## src/rtl/led_status_ctrl_if.sv

```systemverilog
// Bus bundle for led_status_ctrl: per-channel mode/activity inputs, global
// PWM duty, and the registered LED drive plus heartbeat tick coming back.
interface led_status_ctrl_if #(
  parameter int NUM_CH = 4,
  parameter int PWM_W  = 4
);
  logic [2*NUM_CH-1:0] ch_mode;
  logic [NUM_CH-1:0]   ch_act;
  logic [PWM_W-1:0]    pwm_duty;
  logic [NUM_CH-1:0]   led_out;
  logic                hb_tick;

  modport master (
    output ch_mode, ch_act, pwm_duty,
    input  led_out, hb_tick
  );

  modport slave (
    input  ch_mode, ch_act, pwm_duty,
    output led_out, hb_tick
  );
endinterface

```

## src/rtl/led_status_ctrl.sv

```systemverilog
// led_status_ctrl: multi-channel status LED / PMOD driver.
// A shared free-running heartbeat counter provides the blink phase and a
// wrap tick; each channel picks off / on / blink / stretched-activity.
// Activity mode stretches short pulses into visible ON windows of
// STRETCH_CYC cycles separated by GAP windows of the same length.
// Optional feature macro: LED_PWM_EN adds global PWM brightness gating.

// Per-channel activity FSM and output register.
module led_status_ch #(
  parameter int STRETCH_CYC = 6250000
) (
  input  logic       bd_fclk0_125m,
  input  logic       bd_aresetn,
  input  logic [1:0] mode,
  input  logic       act,
  input  logic       blink,
  input  logic       gate,
  output logic       led
);
  localparam int TW = (STRETCH_CYC > 1) ? $clog2(STRETCH_CYC) : 1;
  localparam logic [TW-1:0] RELOAD = TW'(STRETCH_CYC - 1);

  typedef enum logic [1:0] {
    ST_IDLE = 2'd0,
    ST_ON   = 2'd1,
    ST_GAP  = 2'd2
  } st_t;

  st_t          st;
  logic [TW-1:0] timer;
  logic         pend;
  logic         base;

  // Output source select from the current mode and current FSM state.
  always_comb begin
    base = 1'b0;
    case (mode)
      2'b00:   base = 1'b0;
      2'b01:   base = 1'b1;
      2'b10:   base = blink;
      default: base = (st == ST_ON);
    endcase
  end

  // Activity stretcher: ON then GAP, each STRETCH_CYC long; a request seen
  // during GAP (including its last cycle) chains straight into a new ON.
  // Requests during ON are dropped so the window is never extended.
  always_ff @(posedge bd_fclk0_125m or negedge bd_aresetn) begin
    if (!bd_aresetn) begin
      st    <= ST_IDLE;
      timer <= '0;
      pend  <= 1'b0;
    end else if (mode != 2'b11) begin
      st    <= ST_IDLE;
      timer <= '0;
      pend  <= 1'b0;
    end else begin
      case (st)
        ST_IDLE: begin
          if (act) begin
            st    <= ST_ON;
            timer <= RELOAD;
          end
        end
        ST_ON: begin
          if (timer == '0) begin
            st    <= ST_GAP;
            timer <= RELOAD;
            pend  <= 1'b0;
          end else begin
            timer <= timer - 1'b1;
          end
        end
        ST_GAP: begin
          if (timer == '0) begin
            st    <= (pend || act) ? ST_ON : ST_IDLE;
            timer <= (pend || act) ? RELOAD : '0;
            pend  <= 1'b0;
          end else begin
            timer <= timer - 1'b1;
            if (act) pend <= 1'b1;
          end
        end
        default: begin
          st    <= ST_IDLE;
          timer <= '0;
          pend  <= 1'b0;
        end
      endcase
    end
  end

  // Registered LED drive; PWM gate is applied ahead of the flop so the
  // mode-to-output latency stays at one cycle.
  always_ff @(posedge bd_fclk0_125m or negedge bd_aresetn) begin
    if (!bd_aresetn) led <= 1'b0;
    else             led <= base & gate;
  end
endmodule

module led_status_ctrl #(
  parameter int NUM_CH      = 4,
  parameter int CNT_W       = 24,
  parameter int STRETCH_CYC = 6250000,
  parameter int PWM_W       = 4
) (
  input  logic             bd_fclk0_125m,
  input  logic             bd_aresetn,
  led_status_ctrl_if.slave bus
);
  logic [CNT_W-1:0]             hb_cnt;
  logic                         hb_tick_q;
  logic                         pwm_gate;
  logic [NUM_CH-1:0][1:0]       mode_v;
  logic [NUM_CH-1:0]            led_q;

  assign mode_v = bus.ch_mode;

  // Heartbeat counter; the tick flop goes high exactly when the counter
  // has just wrapped to zero, so it never fires on the first post-reset cycle.
  always_ff @(posedge bd_fclk0_125m or negedge bd_aresetn) begin
    if (!bd_aresetn) begin
      hb_cnt    <= '0;
      hb_tick_q <= 1'b0;
    end else begin
      hb_cnt    <= hb_cnt + 1'b1;
      hb_tick_q <= &hb_cnt;
    end
  end

`ifdef LED_PWM_EN
  logic [PWM_W-1:0] pwm_cnt;

  // Free-running PWM phase counter.
  always_ff @(posedge bd_fclk0_125m or negedge bd_aresetn) begin
    if (!bd_aresetn) pwm_cnt <= '0;
    else             pwm_cnt <= pwm_cnt + 1'b1;
  end

  // All-ones duty forces full on; otherwise on for the first duty phases.
  assign pwm_gate = (pwm_cnt < bus.pwm_duty) | (&bus.pwm_duty);
`else
  logic unused_pwm;
  assign unused_pwm = ^bus.pwm_duty;
  assign pwm_gate   = 1'b1;
`endif

  for (genvar g = 0; g < NUM_CH; g++) begin : g_ch
    led_status_ch #(
      .STRETCH_CYC (STRETCH_CYC)
    ) u_ch (
      .bd_fclk0_125m (bd_fclk0_125m),
      .bd_aresetn    (bd_aresetn),
      .mode          (mode_v[g]),
      .act           (bus.ch_act[g]),
      .blink         (hb_cnt[CNT_W-1]),
      .gate          (pwm_gate),
      .led           (led_q[g])
    );
  end

  assign bus.led_out = led_q;
  assign bus.hb_tick = hb_tick_q;
endmodule

```

## src/flat_wrapper.sv

```systemverilog
// flat-port wrapper written by rule: the top's interface ports become plain ports
module led_status_ctrl_flat 
#(
  parameter int NUM_CH      = 4,
  parameter int CNT_W       = 24,
  parameter int STRETCH_CYC = 6250000,
  parameter int PWM_W       = 4
)
  (bd_fclk0_125m, bd_aresetn, bus_ch_mode, bus_ch_act, bus_pwm_duty, bus_led_out, bus_hb_tick);
  led_status_ctrl_if #(.NUM_CH(NUM_CH), .PWM_W(PWM_W)) bus_i ();
  input  logic bd_fclk0_125m;
  input  logic bd_aresetn;
  input wire logic [$bits(bus_i.ch_mode)-1:0] bus_ch_mode;
  input wire logic [$bits(bus_i.ch_act)-1:0] bus_ch_act;
  input wire logic [$bits(bus_i.pwm_duty)-1:0] bus_pwm_duty;
  output wire logic [$bits(bus_i.led_out)-1:0] bus_led_out;
  output wire logic [$bits(bus_i.hb_tick)-1:0] bus_hb_tick;
  assign bus_i.ch_mode = bus_ch_mode;
  assign bus_i.ch_act = bus_ch_act;
  assign bus_i.pwm_duty = bus_pwm_duty;
  assign bus_led_out = bus_i.led_out;
  assign bus_hb_tick = bus_i.hb_tick;
  led_status_ctrl #(.NUM_CH(NUM_CH), .CNT_W(CNT_W), .STRETCH_CYC(STRETCH_CYC), .PWM_W(PWM_W)) u_core (.bd_fclk0_125m(bd_fclk0_125m), .bd_aresetn(bd_aresetn), .bus(bus_i));
endmodule
```

## config.mk

```make
export PLATFORM = sky130hd
export DESIGN_NAME = led_status_ctrl_flat
export DESIGN_NICKNAME = d
export VERILOG_FILES = /design/src/rtl/led_status_ctrl_if.sv /design/src/rtl/led_status_ctrl.sv /design/src/flat_wrapper.sv
export SDC_FILE = /design/constraint.sdc
export NUM_CORES = 1
export LEC_CHECK = 0
export ABC_CLOCK_PERIOD_IN_PS = 3560
export CORE_UTILIZATION = 40
export CTS_CLUSTER_SIZE = 16
export DETAILED_ROUTE_END_ITERATION = 7
export PLACE_DENSITY = 0.65
export SYNTH_ARGS = -nofsm -noshare
export SYNTH_HDL_FRONTEND = slang
export SYNTH_HIERARCHICAL = 1
export SYNTH_SLANG_ARGS = --single-unit
```

## constraint.sdc

```tcl
create_clock -name bd_fclk0_125m -period 3.56 [get_ports bd_fclk0_125m]
set_clock_uncertainty 0.05 [all_clocks]
set_input_delay 0.534 -clock bd_fclk0_125m [delete_from_list [all_inputs] [get_ports bd_fclk0_125m]]
set_output_delay 0.534 -clock bd_fclk0_125m [all_outputs]
set_load 0.01 [all_outputs]
```

==> results of run 1 <==
kinds of logic after synthesis:
family          count (synthesis)  synth area share
xor+xnor                       62            0.0627
other cells                     1          0.000433
simple gates                  471             0.300
buf+inv                        73            0.0345
flops                         133             0.385
mux                             4           0.00463
compound gates                228             0.196
fa+ha+maj                      13            0.0176
metrics by stage:
step / utilization / power, uW / setup slack (ns) / cells
CTS: 0.462 / 5210 / 0.842 / 1266
global route: 0.462 / 5440 / 0.589 / 1266
global placement: 0.429 / 3070 / 0.495 / 1234
detailed placement: 0.429 / 3080 / 0.461 / 1234
finish: 0.462 / 5190 / 0.796 / 1266
floorplan: - / 2780 / 1.39 / 988
state kept, by name, indices dropped and copies added, names as in the netlist:
name and count:
u_core/g_ch.u_ch/pend 4, u_core/g_ch.u_ch/timer 92, u_core/bus.hb_tick 1, u_core/g_ch.u_ch/led 4, u_core/hb_cnt 24, u_core/g_ch.u_ch/st 8
per-layer routing:
| layer | wire length, um | GRT usage | vias to the layer above |
|---|---|---|---|
| met5 | 0 | 0 | - |
| met4 | 349 | 0.0709 | 0 |
| met3 | 1160 | 0.0309 | 32 |
| met2 | 10100 | 0.323 | 241 |
| met1 | 10200 | 0.294 | 3709 |
| li1 | - | - | 3648 |
critical path: stages (launching register included):
cell and delay (ns):
dfrtp_1 0.43, or4_1 0.66, nor3_1 0.40, a31oi_1 0.52, a21boi_0 0.31, a221o_1 0.28
area by class of cell:
cell class,instances,area share
repair buffers,27,0.0268
inverters,17,0.00655
clock buffers,19,0.0465
flip-flops and latches,133,0.342
multi-input cells,782,0.517
well taps,275,0.0353
clock inverters,13,0.0258
cells in the final DEF (no fill, tap or decap), drive strengths merged, types with 9 or more instances in the layout:
cell type,instances
clkdlybuf4s50,17
ha,9
o31ai,16
a31oi,20
nand4,17
dfrtp,133
and4,16
and3,14
o21a,12
nor4,25
nor2,117
xnor2,33
inv,17
or2,12
nor4b,12
or3,21
nand3,55
a21oi,44
o21ai,36
xor2,29
buf,10
and2,9
nor3,69
o211ai,20
clkbuf,19
a21boi,12
nand2,68
nor2b,12
where the power goes:
part	internal [uW]	switching, uW	leakage (uW)
logic	486	873	0.00201
clock network	1420	682	0.000347
registers	1600	131	0.00180
total	3510	1690	0.00416
worst paths after layout:
path | start | to
worst max-delay path | u_core/g_ch[1].u_ch/timer[10]$_DFFE_PN0P_ | u_core/g_ch[1].u_ch/timer[18]$_DFFE_PN0P_
worst min-delay path | bd_aresetn | u_core/g_ch[3].u_ch/timer[12]$_DFFE_PN0P_
worst max register to register | u_core/g_ch[1].u_ch/timer[10]$_DFFE_PN0P_ | u_core/g_ch[1].u_ch/timer[18]$_DFFE_PN0P_
worst min register to register | u_core/hb_cnt[0]$_DFF_PN0_ | u_core/hb_cnt[0]$_DFF_PN0_
max in group asynchronous | bd_aresetn | u_core/g_ch[0].u_ch/timer[18]$_DFFE_PN0P_
min in group bd_fclk0_125m | u_core/hb_cnt[0]$_DFF_PN0_ | u_core/hb_cnt[0]$_DFF_PN0_
==> impl_metrics.tcl, run 1 <==
set metrics [dict create \
    start_util 0.410 \
    p_leak_uw 0.00416 \
    htreeDepth 4 \
    hold_class "primary input to async pin" \
    fin_setup_tns_ns 0 \
    clock.fmax_ghz 0.362 \
    numCtsBuffers 17 \
    r2r_cells 5 \
    netlist_instances 985 \
    post-dp-hpwl_um 14700 \
    status "finished, final reports clean" \
    multi_input_area_mm2 0.00504 \
    drc 0 \
    finalCriticalPeriod_ns 2.76 \
    die_h_um 149 \
    detailed_place.area_mm2 0.00904 \
    peakVddDrop_mv 0.433 \
    row_count 53 \
    numClockSinks 133 \
    vias_per_cell 6.03 \
    slew_violations 0 \
    yosysMostFrequentCell "dfrtp_1" \
    synth_flop_cell "dfrtp_1" \
    regArea_mm2 0.00333 \
    ys_warn_count 6 \
    clk_latency_ns 0.42 \
    gp_congestion 0.905 \
    die_x_um 149 \
    detail_route.first_pass.iterations 5 \
    ios 23 \
    synth-edff-count 0 \
    grt_pass1_vias 7306 \
    drive_gt1_frac 0.0938 \
    cts_tree "built" \
    power_density_mw_per_mm2 533 \
    yosysSeqAreaShare 0.385 \
    vias 7630 \
    relSlewSlack 0.167 \
    netlist_area_mm2 0.00866 \
    ant_nets 0 \
    cts_hold_buf 0 \
    ctsResizeCount 0 \
    routed_wl_um 21800 \
    post-route-cell-area_mm2 0.00974 \
    rrSetupSlack_ns 0.80 \
    post_drt_wl_per_cell_um 17.2 \
    fin_hold_ws_ns 0.0135 \
    grt_max_degree 85 \
    gr-total-overflow 0 \
    grtUsageTotal 0.207 \
    area_growth_pct 12.5 \
    yosys.area.top_type "dfrtp_1" \
    crit_type "flop to flop" \
    rsz0062_at_grt "no" \
    min_period_over_period 0.777 \
    worst_pin_slew_ns 1.24 \
    cts_buffer_depth 2 \
    antenna_found_initial 0 \
    drt-initial-drc-count 631 \
    finalSetupViolations 0 \
    port_buffers 18 \
    core-area_mm2 0.0211 \
    synth_common_cells "dfrtp_1, nor2_1, nor3_1" \
    syn-mean-instance-area_um2 8.79 \
    crit_fanout 15 \
    arrival_ns 3.02 \
    endpoint_kind "flop" \
    drv_cap 0 \
    cp.required_ns 3.82 \
    hold_viol_final 0 \
    yosys-top-cells-area "dfrtp_1, nor2_1, nor3_1" \
    n_fill_cell 2050 \
    path_clk_slew_ns 0.06 \
    cts-root-buf "clkbuf_16" \
    antenna_cells 0 \
    synth_seq_cells 133 \
    dieArea_mm2 0.0222 \
    cts_setup_buffers 0 \
    fin_nets 1005 \
    grt_pass1_wl_um 37100 \
    async_flop_share 1.00 \
    cp-start-kind "flop" \
    ys_types 59 \
    post-synth-top-area-fraction 0.385 \
]
Power figures use the tool's default switching activity.
==> run 2, diff against run 1 <==
Settings changed: ABC_CLOCK_PERIOD_IN_PS 3560 to 2800.
Clock period 3.56 ns to 2.8 ns, I/O delays scaled along.
==> run 2 against run 1 <==
Non-clock buffer count rose by 30. Worst hold slack improved by 0.39 ns. Sequential share of layout area fell by 0.51 points. Setup slack got worse by 0.59 ns. Global-route usage rose by 0.053 points. Routed wire length rose by 0.20%. Critical endpoint unchanged.
==> impl_metrics.tcl, run 2 (synthesis results as in run 1) <==
set metrics [dict create \
    peakVddDrop_mv 0.423 \
    ant_nets 0 \
    start_util 0.410 \
    drt-initial-drc-count 800 \
    hold_class "flop to flop" \
    core-area_mm2 0.0211 \
    rsz0062_at_grt "no" \
    endpoint_kind "flop" \
    cts_tree "built" \
    finalCriticalPeriod_ns 2.59 \
    top_register "u_core/g_ch.u_ch/timer" \
    cp.required_ns 3.05 \
    vias 7766 \
    clock.fmax_ghz 0.385 \
    gr-total-overflow 0 \
    ios 23 \
    post_drt_wl_per_cell_um 16.9 \
    dieArea_mm2 0.0222 \
    cts_buffer_depth 2 \
    post-route-cell-area_mm2 0.00989 \
    min_period_over_period 0.926 \
    numClockSinks 133 \
    row_count 53 \
    dp_slack_ns 0.212 \
    cts-root-buf "clkbuf_16" \
    crit_fanout 8 \
    grtUsageTotal 0.208 \
    crit_type "flop to flop" \
    rrSetupSlack_ns 0.21 \
    slew_violations 0 \
    path_clk_slew_ns 0.06 \
    status "finished, final reports clean" \
    fin_setup_tns_ns 0 \
    relSlewSlack 0.358 \
    area_growth_pct 14.3 \
    antenna_cells 0 \
    hold_depth 1 \
    hold_viol_final 0 \
    cp-start-kind "flop" \
    reg2reg_to "u_core/g_ch[1].u_ch/timer[18]$_DFFE_PN0P_" \
    port_buffers 18 \
    grt_max_degree 51 \
    drive_gt1_frac 0.119 \
    worst_pin_slew_ns 0.959 \
    ctsResizeCount 0 \
    fin_nets 1035 \
    gp_congestion 0.897 \
    power_density_mw_per_mm2 645 \
    die_h_um 149 \
    finalSetupViolations 0 \
    worstReg2RegStart "u_core/g_ch[1].u_ch/timer[10]$_DFFE_PN0P_" \
    hp-start "u_core/hb_cnt[0]$_DFF_PN0_" \
    hold_end "u_core/hb_cnt[0]$_DFF_PN0_" \
    post-dp-hpwl_um 15300 \
    drc 0 \
    largest_reg_flops 92 \
    grt_pass1_wl_um 37100 \
    grt_pass1_vias 7339 \
    crit_path_start "u_core/g_ch[1].u_ch/timer[10]$_DFFE_PN0P_" \
    detail_route.first_pass.iterations 7 \
    layout_commonest_cell "dfrtp_1" \
    antenna_found_initial 0 \
    setup_ws_ns 0.206 \
    routed_wl_um 21800 \
    post-route-util 0.469 \
    r2r_cells 5 \
    vias_per_cell 5.99 \
    detailed_place.area_mm2 0.00926 \
    layout_common_cells "dfrtp_1, nor2_1, nor3_1" \
    drv_cap 0 \
    die_x_um 149 \
    p_leak_uw 0.00427 \
    top_regs "u_core/g_ch.u_ch/timer x92, u_core/hb_cnt x24, u_core/g_ch.u_ch/st x8" \
    numCtsBuffers 17 \
    arrival_ns 2.85 \
    clk_latency_ns 0.42 \
    htreeDepth 4 \
]
==> run 2: per-stage QoR <==
stage               total power, uW  hold WS [ns]  instances
floorplan                      3530        0.0744        988
global placement               3980         0.328       1263
detailed placement             3980         0.332       1263
CTS                            6390         0.406       1296
global route                   6700         0.422       1296
finish                         6380         0.399       1296
==> run 2: what timing repair did <==
| item | CTS | global route |
|---|---|---|
| hold endpoints to repair | 43 | 0 |
| hold buffers | 1 | 0 |
| buffers inserted | 0 | 0 |
==> run 2: how the worst max path moves through the flow <==
stage / slack [ns] / to
floorplan: 0.63 / u_core/g_ch[0].u_ch/timer[13]$_DFFE_PN0P_
global placement: 0.22 / u_core/g_ch[3].u_ch/timer[18]$_DFFE_PN0P_
detailed placement: 0.21 / u_core/g_ch[3].u_ch/timer[18]$_DFFE_PN0P_
CTS: 0.24 / u_core/g_ch[1].u_ch/timer[18]$_DFFE_PN0P_
global route: 0.08 / u_core/g_ch[0].u_ch/timer[18]$_DFFE_PN0P_
finish: 0.21 / u_core/g_ch[1].u_ch/timer[18]$_DFFE_PN0P_
==> run 2: layout make-up <==
type	count	area (um2)
tap	275	344
timing repair buffer	57	489
multi-input combinational	782	5040
clock inverter	13	181
inverter	17	63.8
clock buffer	19	443
sequential	133	3330
fill	2027	11200
==> run 2: per-layer routing <==
| metal | up-vias | GRT usage | routed length, um |
|---|---|---|---|
| li1 | 3702 | - | - |
| met4 | 0 | 0.0776 | 468 |
| met3 | 52 | 0.0333 | 1190 |
| met2 | 290 | 0.322 | 9990 |
| met1 | 3722 | 0.292 | 10200 |
| met5 | - | 0 | 0 |
==> run 2: worst max-delay path, stage by stage (launching register included) <==
cell	delay (ns)
dfrtp_1	0.43
or4_1	0.64
nor3_1	0.42
a31oi_1	0.36
buf_4	0.26
a221o_1	0.31
==> run 2: report_power, final <==
part	internal [uW]	total, uW	switching (uW)	leakage (uW)
Sequential	2040	2200	162	0.00180
Combinational	678	1800	1120	0.00216
Clock	1510	2380	869	0.000303
Total	4220	6380	2150	0.00427
==> run 3, diff against run 2 <==
Settings changed: ABC_CLOCK_PERIOD_IN_PS 2800 to 3150, DONT_BUFFER_PORTS set to 1, PLACE_DENSITY 0.65 to 0.63.
Clock period 2.8 ns to 3.15 ns, I/O delays scaled along.
==> run 3 against run 2 <==
Combinational power shrank 18%. Highest routed layer unchanged. Register-to-register slack gained 0.32 ns. Worst hold slack lost 0.71 ns. Maximum frequency shrank 1.1%. Global-route usage shrank 0.39 points. Clock-buffer cell count grew 1. Largest cell class unchanged. Sequential power shrank 11%. Critical endpoint is now u_core/g_ch[3].u_ch/pend$_DFFE_PN0P_. Total power shrank 8.9%. The run now ends with negative hold slack left. Routed wire length shrank 0.60%.
==> impl_metrics.tcl, run 3 (synthesis results as in run 1) <==
set metrics [dict create \
    drive_gt1_frac 0.101 \
    numCtsBuffers 17 \
    dieArea_mm2 0.0222 \
    p_leak_uw 0.00412 \
    clock.fmax_ghz 0.381 \
    die_x_um 149 \
    area_growth_pct 11.0 \
    ant_nets 0 \
    cts-root-buf "clkbuf_16" \
    violations "negative hold slack" \
    fin_hold_ws_ns -0.310 \
    n_fill_cell 2058 \
    grt_pass1_wl_um 36400 \
    antenna_found_initial 0 \
    relSlewSlack 0.462 \
    finalSetupViolations 0 \
    drt-initial-drc-count 593 \
    cts_buffer_depth 2 \
    post-dp-hpwl_um 14700 \
    peakVddDrop_mv 0.413 \
    grt_max_degree 134 \
    antenna_cells 0 \
    crit_type "flop to flop" \
    grt_pass1_vias 7139 \
    detail_route.first_pass.iterations 5 \
    core-area_mm2 0.0211 \
    drv_cap 0 \
    hold_viol_final 133 \
    endpoint_kind "flop" \
    cp-start-kind "flop" \
    start_util 0.410 \
    slew_violations 0 \
    finalCriticalPeriod_ns 2.62 \
    rsz0062_at_grt "no" \
    row_count 53 \
    ios 23 \
    arrival_ns 2.86 \
    clk_latency_ns 0.43 \
    gp_congestion 0.921 \
    gr-total-overflow 0 \
    top_regs "u_core/g_ch.u_ch/timer x92, u_core/hb_cnt x24, u_core/g_ch.u_ch/st x8" \
    cts_tree "built" \
    post_drt_wl_per_cell_um 17.3 \
    fin_nets 995 \
    layout_commonest_cell "dfrtp_1" \
    top_register "u_core/g_ch.u_ch/timer" \
    vias 7489 \
    min_period_over_period 0.833 \
    multi_input_area_mm2 0.00504 \
    drc 0 \
    routed_wl_um 21700 \
    rrSetupSlack_ns 0.53 \
    largest_reg_flops 92 \
    htreeDepth 4 \
    worst_pin_slew_ns 0.803 \
    fin_setup_tns_ns 0 \
    power_density_mw_per_mm2 605 \
    numClockSinks 133 \
    power_uw 5810 \
    port_buffers 0 \
    regArea_mm2 0.00333 \
    crit_fanout 11 \
    grtUsageTotal 0.204 \
    status "finished with violations" \
    hold_class "primary input to async pin" \
    ctsResizeCount 0 \
    vias_per_cell 5.96 \
    die_h_um 149 \
    cp.required_ns 3.39 \
    layout_common_cells "dfrtp_1, nor2_1, nor3_1" \
    cts_setup_buffers 0 \
    path_clk_slew_ns 0.06 \
]
-- run 3: per-layer routing --
| metal | wire, um | GRT usage |
|---|---|---|
| met1 | 10400 | 0.288 |
| met2 | 9770 | 0.312 |
| met3 | 1100 | 0.0309 |
| met4 | 449 | 0.0827 |
| met5 | 0 | 0 |
-- run 3: power breakdown --
part	switching [uW]	internal (uW)	leakage, uW
Clock	771	1610	0.000337
Combinational	941	534	0.00198
Sequential	145	1810	0.00180
-- run 3: per-stage QoR --
stage / std cells / hold WS (ns) / worst slack, ns / util / area [um2]
CTS: 1256 / -0.325 / 0.585 / 0.456 / 9610
global placement: 1224 / 0.132 / 0.601 / 0.422 / 8900
detailed placement: 1224 / 0.132 / 0.607 / 0.422 / 8900
global route: 1256 / -0.320 / 0.388 / 0.456 / 9610
floorplan: 988 / 0.127 / 0.982 / - / 8670
finish: 1256 / -0.310 / 0.526 / 0.456 / 9610
-- run 3: critical path, stage by stage, from the launching register on --
cell and delay, ns:
dfrtp_1 0.43, or4_1 0.66, nor4_4 0.46, and2_1 0.55, maj3_1 0.28, nor3_1 0.05
-- run 3: worst paths after layout --
kind                                                               to  cells after the start                                      start
setup / recovery                 u_core/g_ch[3].u_ch/pend$_DFFE_PN0P_                      5  u_core/g_ch[3].u_ch/timer[10]$_DFFE_PN0P_
hold reg to reg                            u_core/hb_cnt[0]$_DFF_PN0_                      1                 u_core/hb_cnt[0]$_DFF_PN0_
setup reg to reg                 u_core/g_ch[3].u_ch/pend$_DFFE_PN0P_                      5  u_core/g_ch[3].u_ch/timer[10]$_DFFE_PN0P_
max in group asynchronous   u_core/g_ch[3].u_ch/timer[13]$_DFFE_PN0P_                      0                                 bd_aresetn
hold / removal                  u_core/g_ch[0].u_ch/st[1]$_DFFE_PN0P_                      0                                 bd_aresetn
min in group bd_fclk0_125m          u_core/g_ch[3].u_ch/led$_DFF_PN0_                      2                             bus_ch_mode[6]
-- run 3: final cells by class --
type,count,share of cell area
well taps,275,0.0358
flip-flops and latches,133,0.346
multi-input cells,782,0.525
clock inverters,12,0.0258
inverters,17,0.00664
clock buffers,20,0.0475
repair buffers,17,0.0133
